## src/rtl/fifo_stream_pkg.sv

```systemverilog
// fifo_stream_pkg: shared sizing constants and the read-credit helper for the
// FIFO read-side stream adapter.
package fifo_stream_pkg;

  localparam int DEFAULT_DATA_W = 3;
  localparam int BUF_DEPTH      = 2;
  localparam int OCC_W          = 2;
  localparam int CNT_W          = 16;

  // A new read may be issued only if every word already owed to the output
  // buffer (held, or still coming back from the FIFO) still leaves a free slot
  // after this cycle's pop.
  function automatic logic has_credit(input logic [OCC_W-1:0] occ,
                                      input logic             inflight,
                                      input logic             pop);
    logic [2:0] owed;
    owed = {1'b0, occ} + {2'b00, inflight} - {2'b00, pop};
    return owed < 3'(BUF_DEPTH);
  endfunction

endpackage

```

## src/rtl/stream_out_buf.sv

```systemverilog
// stream_out_buf: two-entry ordered output buffer. Slot 0 is always the head,
// so the head word is a plain register and stays put while nothing is popped.
module stream_out_buf
  import fifo_stream_pkg::*;
#(
  parameter int DATA_W = DEFAULT_DATA_W
) (
  input  logic              clk,
  input  logic              reset_i,
  input  logic              push_i,
  input  logic [DATA_W-1:0] push_data_i,
  input  logic              pop_i,
  output logic [OCC_W-1:0]  occ_o,
  output logic [DATA_W-1:0] head_data_o
);

  logic [OCC_W-1:0]  occ;
  logic [DATA_W-1:0] slot0;
  logic [DATA_W-1:0] slot1;

  // Shift organisation: a pop moves slot 1 into slot 0, a push lands at the
  // current tail, and a simultaneous push/pop keeps the order intact.
  always_ff @(posedge clk) begin
    if (reset_i) begin
      occ   <= '0;
      slot0 <= '0;
      slot1 <= '0;
    end else begin
      unique case ({push_i, pop_i})
        2'b10: begin
          if (occ == 2'd0) begin
            slot0 <= push_data_i;
          end else begin
            slot1 <= push_data_i;
          end
          occ <= occ + 2'd1;
        end
        2'b01: begin
          slot0 <= slot1;
          occ   <= occ - 2'd1;
        end
        2'b11: begin
          if (occ == 2'd1) begin
            slot0 <= push_data_i;
          end else begin
            slot0 <= slot1;
            slot1 <= push_data_i;
          end
        end
        default: begin
        end
      endcase
    end
  end

  assign occ_o       = occ;
  assign head_data_o = slot0;

endmodule

```

## src/rtl/fifo_stream_reader.sv

```systemverilog
// fifo_stream_reader: drains a synchronous_fifo (one-cycle read latency) and
// presents the words as a valid/ready stream at full throughput.
// Optional feature: define FRD_COUNT_EN to add the rd_count_o delivered-word
// counter port.
module fifo_stream_reader
  import fifo_stream_pkg::*;
#(
  parameter int DATA_W = DEFAULT_DATA_W
) (
  input  logic              clk,
  input  logic              reset_i,
  input  logic              fifo_empty_i,
  output logic              fifo_rd_en_o,
  input  logic [DATA_W-1:0] fifo_data_i,
  input  logic              m_ready_i,
  output logic              m_valid_o,
  output logic [DATA_W-1:0] m_data_o
`ifdef FRD_COUNT_EN
  ,
  output logic [CNT_W-1:0]  rd_count_o
`endif
);

  logic             inflight;
  logic             pop;
  logic [OCC_W-1:0] occ;

  assign m_valid_o = (occ != '0);
  assign pop       = m_valid_o && m_ready_i;

  // The path from m_ready_i into fifo_rd_en_o is deliberate: counting this
  // cycle's pop as freed credit is what lets the stream run at one word/cycle.
  assign fifo_rd_en_o = !reset_i && !fifo_empty_i && has_credit(occ, inflight, pop);

  // Remember that a read was issued so its data is captured next cycle.
  always_ff @(posedge clk) begin
    if (reset_i) begin
      inflight <= 1'b0;
    end else begin
      inflight <= fifo_rd_en_o;
    end
  end

  stream_out_buf #(
    .DATA_W (DATA_W)
  ) u_buf (
    .clk         (clk),
    .reset_i     (reset_i),
    .push_i      (inflight),
    .push_data_i (fifo_data_i),
    .pop_i       (pop),
    .occ_o       (occ),
    .head_data_o (m_data_o)
  );

`ifdef FRD_COUNT_EN
  logic [CNT_W-1:0] rd_count;

  // Count delivered words; wraps naturally at the counter width.
  always_ff @(posedge clk) begin
    if (reset_i) begin
      rd_count <= '0;
    end else if (pop) begin
      rd_count <= rd_count + 1'b1;
    end
  end

  assign rd_count_o = rd_count;
`endif

endmodule

```

## config.mk

```make
export PLATFORM = sky130hd
export DESIGN_NAME = fifo_stream_reader
export DESIGN_NICKNAME = d
export VERILOG_FILES = /design/src/rtl/fifo_stream_pkg.sv /design/src/rtl/stream_out_buf.sv /design/src/rtl/fifo_stream_reader.sv
export SDC_FILE = /design/constraint.sdc
export NUM_CORES = 1
export LEC_CHECK = 0
export CORE_AREA = 2 2 39 41
export CTS_BUF_LIST = sky130_fd_sc_hd__clkbuf_8
export DETAILED_ROUTE_END_ITERATION = 8
export DIE_AREA = 0 0 41 43
export HOLD_SLACK_MARGIN = 0.06
export PLACE_DENSITY = 0.71
export SLEW_MARGIN = 20
export SYNTH_ARGS = -nofsm -noshare
export SYNTH_HDL_FRONTEND = slang
export SYNTH_SLANG_ARGS = --single-unit
export TNS_END_PERCENT = 1
```

## constraint.sdc

```tcl
create_clock -name clk -period 2.2 [get_ports clk]
set_input_delay 0.44 -clock clk [delete_from_list [all_inputs] [get_ports clk]]
set_output_delay 0.44 -clock clk [all_outputs]
set_load 0.05 [all_outputs]
```

==> results.txt <==
Reg clk slew, reported paths: 50 ps
Largest net degree at the start of global routing: 17
Leakage: 0.346 nW
CTS tree: built
PortBufs: 11
Synth Net Count: 76
Slew Limit Fails: 0
Antenna Cells: 0
Layout area overhead: 52.1%
Unrepaired setup endpoints after global routing: true
Slowest stage delay, CP: 410 ps
CTS Buf Count: 3
Gate Count Post-Synth: 66
Flops & latches, synth: 9
Mapped Area: 567 um2
Vias per inst: 5.13
ANT nets after route: 0
Crit Path Category: reg2out
Top achievable clock speed: 0.385 GHz
Slowest cell on crit path: fa_2
Die area: 1760 um2
Syn_area_per_cell: 8.59 um2
Area of the core: 1380 um2
Max-cap viol count: 0
Via Count: 534
Pre-CTS setup slack: -581 ps
Global-route wire length before repair: 2.06 mm
Initial DRC count: 13
Final min period: 2590 ps
CP arrival: 2150 ps
Critical path required time: 1760 ps
Worst-path fanout max: 3
Total track usage: 17.4%
Die X: 41 um
Number of setup violations in the final report: 1
Routed WL per cell: 12.0 um
Detailed placer's ending HPWL: 964 um
Post-CTS Setup Bufs: 0
Ys Warns: 0
Most frequent cells in the layout: buf_4 (11), clkdlybuf4s50_1 (8), o21ai_0 (7), dfxtp_1 (7), nor2_1 (6)
Met1 Usage GRT: 22.3%
Clock Root Buffer: clkbuf_8
Routed wire length: 1.25 mm
H-tree levels: 1
GR Overflow Total: 0
DR DRC count: 0
Setup WS post-layout: -394 ps
Row cnt: 14
Final period util: 118%
Placed Cells: 100
Worst path cell trace: inv_4 > ha_4 > nor2b_4 > xnor2_2 > nand2_1 > fa_2 > xor2_2 > nor4b_4 > buf_12
Met2 Usage GRT: 24.7%
CP bufs+invs: 2
Gpl congestion: 0.795
Slew HR: 67.1%
Status: finished with violations
Non-Filler Instances: 104
Area after DPL: 802 um2
1st-pass router iterations: 4
Grt met3 use: 3.66%
Fraction of layout instances using a drive strength above 1: 34.1%
Vias in the first global route: 507
Clock skew: 2.88 ps
Failing checks: negative setup slack
Fin Hold WS: 491 ps
Post-route cell area: 862 um2
Initial Util: 41.0%
Pwr/cell area: 1570 nW/um2
NumNets Final: 99
Initial antenna violation count: 0
Post-route setup TNS: -394 ps
CP startpoint kind: flop
CTS sink cnt: 9
Synth unique cells: 29
Worst hold path type: reg2reg
Max VDD drop: 0.740 mV
Ports: 12
Clock Path Buffers: 2
Most common library cell in the layout ignoring fill and taps: buf_4
Sequential-to-total area share from yosys stat: 31.8%
Die Height: 43 um
Slew @ Worst Pin: 493 ps
Global route hottest layer: met2
Crit end category: output port
Worst-Skew Late Latency: 230 ps
Final Hold Viols: 0
Top delay family on crit path: adder cells
-- synth_stat cells (all sizes together) --
cell type	instances	area share (%)
nor2b	2	3.5
nand2	4	3.1
or2b	2	2.6
inv	3	2.0
a31oi	1	1.1
dfxtp	9	32
nor2	6	4.0
a21oi	3	2.6
a2111oi	3	4.6
buf	3	5.3
clkbuf	1	0.66
nor4b	2	3.1
a211o	3	4.6
fa	1	3.5
or3	1	1.3
mux2	1	2.0
ha	2	4.4
o21ai	7	6.2
nand3	1	0.88
nand4	3	3.3
and2	3	3.5
xnor2	1	1.5
nor3	3	2.6
xor2	1	1.5
-- power breakdown --
group | switching (mW) | total, mW | internal [mW]
clock | 0.0648 | 0.186 | 0.121
combinational | 0.474 | 0.908 | 0.434
sequential | 0.0315 | 0.256 | 0.225
total | 0.570 | 1.35 | 0.780
-- routing by layer --
metal,routed length (um),part of all wire (%)
met1,633,51
met2,572,46
met3,26,2.1
met4,14,1.1
met5,0,0
-- area by class of cell --
type / instances / area [um2]
Clock buffer: 3 / 41.3
Sequential cell: 9 / 185
Fill cell: 120 / 522
Multi-Input combinational cell: 50 / 387
Inverter: 3 / 13.8
Tap cell: 16 / 20.0
Timing Repair Buffer: 22 / 211
Clock inverter: 1 / 3.75
-- worst reg2reg max path, delay by kind of cell (launching register included) --
family        cells  cell delay (ps)
xor+xnor          2              290
fa+ha+maj         2              570
buf+inv           1               40
flops             1              350
simple gates      3              460
-- kinds of logic after synthesis --
kind of cell / after synthesis / synth area share, %
xor+xnor: 2 / 3.09
compound gates: 17 / 19.2
simple gates: 27 / 28.0
flops: 9 / 31.8
buf+inv: 7 / 7.95
fa+ha+maj: 3 / 7.95
mux: 1 / 1.99
-- registers in the layout, indices dropped and copies added, names as in the netlist --
register / cells
u_buf.occ_o: 2
inflight: 1
u_buf.head_data_o: 3
u_buf.slot1: 3
-- per-stage QoR --
step	util [%]	power [mW]
after floorplan	-	0.865
after global placement	58.0	1.13
after detailed placement	58.0	1.14
after CTS	62.1	1.36
after global routing	62.3	1.45
final	62.3	1.35
-- path summary, 6_finish.rpt --
| kind | start | slack, ps | end | cells after the start |
|---|---|---|---|---|
| setup / recovery | u_buf.occ_o[1] | -390 | fifo_rd_en_o | 9 |
| hold / removal | u_buf.slot1[1] | 490 | u_buf.slot1[1] | 2 |
| setup reg to reg | u_buf.occ_o[1] | 390 | inflight | 8 |
| hold reg to reg | u_buf.slot1[1] | 490 | u_buf.slot1[1] | 2 |
-- repair_timing --
| item | 4_1_cts | 5_1_grt |
|---|---|---|
| gates resized for setup | 5 | 1 |
| setup endpoints to repair | 1 | 1 |
| pin swaps | 3 | 0 |
| hold buffers | 0 | 0 |
(Power assumes the default switching activity.)
==> patch (config.mk and constraints unchanged) <==
`DEFAULT_DATA_W`: 3 -> 2.
--- a/src/rtl/fifo_stream_pkg.sv
+++ b/src/rtl/fifo_stream_pkg.sv
@@ -2,7 +2,7 @@
 // FIFO read-side stream adapter.
 package fifo_stream_pkg;
 
-  localparam int DEFAULT_DATA_W = 3;
+  localparam int DEFAULT_DATA_W = 2;
   localparam int BUF_DEPTH      = 2;
   localparam int OCC_W          = 2;
   localparam int CNT_W          = 16;
Interface: changed (resized fifo_data_i and m_data_o); port bits go from 12 to 10. The function was not compared with the original's and may differ.
==> patch against the original RTL <==
The flow still finishes with violations (setup timing); design area decreased by 13%; highest routed layer unchanged; wire length fell by 11%; sequential cell count is 2 lower; first-iteration DRC count fell by 15%; critical path depth is the same; hold slack worse by 6.9 ps; via count fell by 13%; power decreased by 13%; setup slack better by 4.1 ps; synthesized area decreased by 21%.
==> patch: results (changes against the original RTL) <==
synth_cell_types: 28  # -3.4%
final_layout_size_suffix_gt1_share_pct: 39.5  # +5.4 points
gp_congestion: 0.745  # -6.3%
grt.total_usage_pct: 15.1  # -2.3 points
synth_commonest_cells: "7 x dfxtp_1, 5 x nor2_1, 5 x o21ai_0, 3 x inv_1, 3 x nand2_1"
dp_worst_setup_slack_ps: -580  # +0.340 ps
place_hpwl_um: 836  # -13%
via_per_inst: 5.04  # -1.8%
post_drt_wl_per_cell_um: 12.1  # +0.99%
p_leak_nw: 0.308  # -11%
grt_pass1_vias: 436  # -14%
critical_path.reg2reg.endpoint: "inflight$_SDFF_PP0_"
nets: 86  # -13%
placedCellCount: 87  # -13%
grt_max_degree: 14  # -3
syn-num-nets: 62  # -18%
grt_antenna_before_repair: 0  # unchanged
grt_pass1_wl_um: 1730  # -16%
synth_flop_cell: "dfxtp_1"
tightest_slew_ps: 498  # +5.24 ps
r2r_setup_slack_ps: 390  # about the same
r2r_start: "u_buf.occ_o[0]$_SDFFE_PP0P_"
path_clk_slew_ps: 40
timing.setup.tns_ps: -390  # +4.12 ps
holdPathEnd: "u_buf.slot1[1]$_SDFFE_PP0P_"
outcome: "finished with violations"
setup_viol: 1  # unchanged
cp_slowest_stage_delay_ps: 350  # -60 ps
cpLargestDelayFamily: "simple AND/OR/NAND/NOR gates"
violations: "setup timing"
post_synth.cell_area_avg_sq_um: 8.45  # -1.6%
hold_class: "reg -> reg"
synth_seq_area_share_pct: 31.3  # -0.50 points
io_buffer_count: 9  # -2
placed_cell_area_sq_um: 693  # -14%
hold_slack_ps: 484  # -6.94 ps
ys_async_sr_fraction_pct: 0  # unchanged
layout_setup_ws_ps: -390  # +4.12 ps
drt_iter0_markers: 11  # -2
synth.area.top_cells: "dfxtp_1 31%, ha_1 5.6%, o21ai_0 5.6%, a2111oi_1 4.5%, fa_1 4.5%"
reg2reg_depth: 7  # -1
nFillCells: 126  # +5.0%
slowest_stage: "fa_2"
final_cells: 92  # -12%
peakVddDrop_v: 0.000573  # -23%
[patch: cell count changes in the layout (fill, tap and decap cells not counted), moves of 2 or more]
| cell | before | now |
|---|---|---|
| buf_4 | 11 | 13 |
| a2111oi_0 | 3 | 0 |
| nor3b_1 | 0 | 2 |
| a2111oi_1 | 0 | 2 |
| clkdlybuf4s50_1 | 8 | 6 |
| o21ai_0 | 7 | 5 |
| dfxtp_1 | 7 | 5 |
| nor3_1 | 3 | 0 |
[patch: worst max path at each step]
stage | to | slack, ps | start | depth (start not counted)
4_1_cts | fifo_rd_en_o | -430 | u_buf.occ_o[0]$_SDFFE_PP0P_ | 9
5_1_grt | fifo_rd_en_o | -480 | u_buf.occ_o[0]$_SDFFE_PP0P_ | 9
3_3_place_gp | fifo_rd_en_o | -560 | m_ready_i | 8
3_5_place_dp | fifo_rd_en_o | -580 | m_ready_i | 8
2_1_floorplan | fifo_rd_en_o | -370 | u_buf.occ_o[1]$_SDFFE_PP0P_ | 8
6_report | fifo_rd_en_o | -390 | u_buf.occ_o[0]$_SDFFE_PP0P_ | 9
[patch: timing repair]
action | CTS | global route
setup endpoints to repair | 1 | 1
pin swaps | 3 | 3
gates resized for setup | 2 | 0
setup buffers | 1 | 0
hold buffers | 0 | 0
[patch: cell families (layout without fill, tap and decap cells)]
logic type	count (synthesis)	count (layout)	share of synthesized area [%]
adder cells (fa/ha/maj)	3	3	10.1
flip-flops	7	7	31.3
AND/OR/NAND/NOR	23	23	30.2
AO/OA/AOI/OAI	12	12	17.6
buffers and inverters	5	28	4.47
XOR/XNOR	2	2	3.91
multiplexers	1	1	2.51
[patch: cell type report]
class,instances,area [sq um],area share [%]
clock inverters,1,3.75,0.503
clock buffers,3,41.3,5.54
well taps,16,20.0,2.68
flip-flops and latches,7,145,19.5
multi-input cells,41,338,45.3
repair buffers,21,186,25.0
inverters,3,11.3,1.51
[patch: power by group]
group | total, W | switching, W | leakage [nW] | internal (W)
combinational | 0.000787 | 0.000402 | 0.223 | 0.000385
sequential | 0.000200 | 0.0000226 | 0.0584 | 0.000177
clock | 0.000186 | 0.0000646 | 0.0269 | 0.000121
[patch: metal layers]
metal | vias up | track usage, % | share of wire, %
met3 | 2 | 2.62 | 3.1
met2 | 8 | 23.1 | 49
li1 | 233 | - | -
met4 | 0 | 12.0 | 1.5
met5 | - | 0 | 0
met1 | 221 | 17.1 | 47
[patch: worst min-delay path: cells and delay by family, from the launching register on]
kind | cells | cell delay [ps]
AOI/OAI and AO/OA | 2 | 130
DFF | 1 | 310
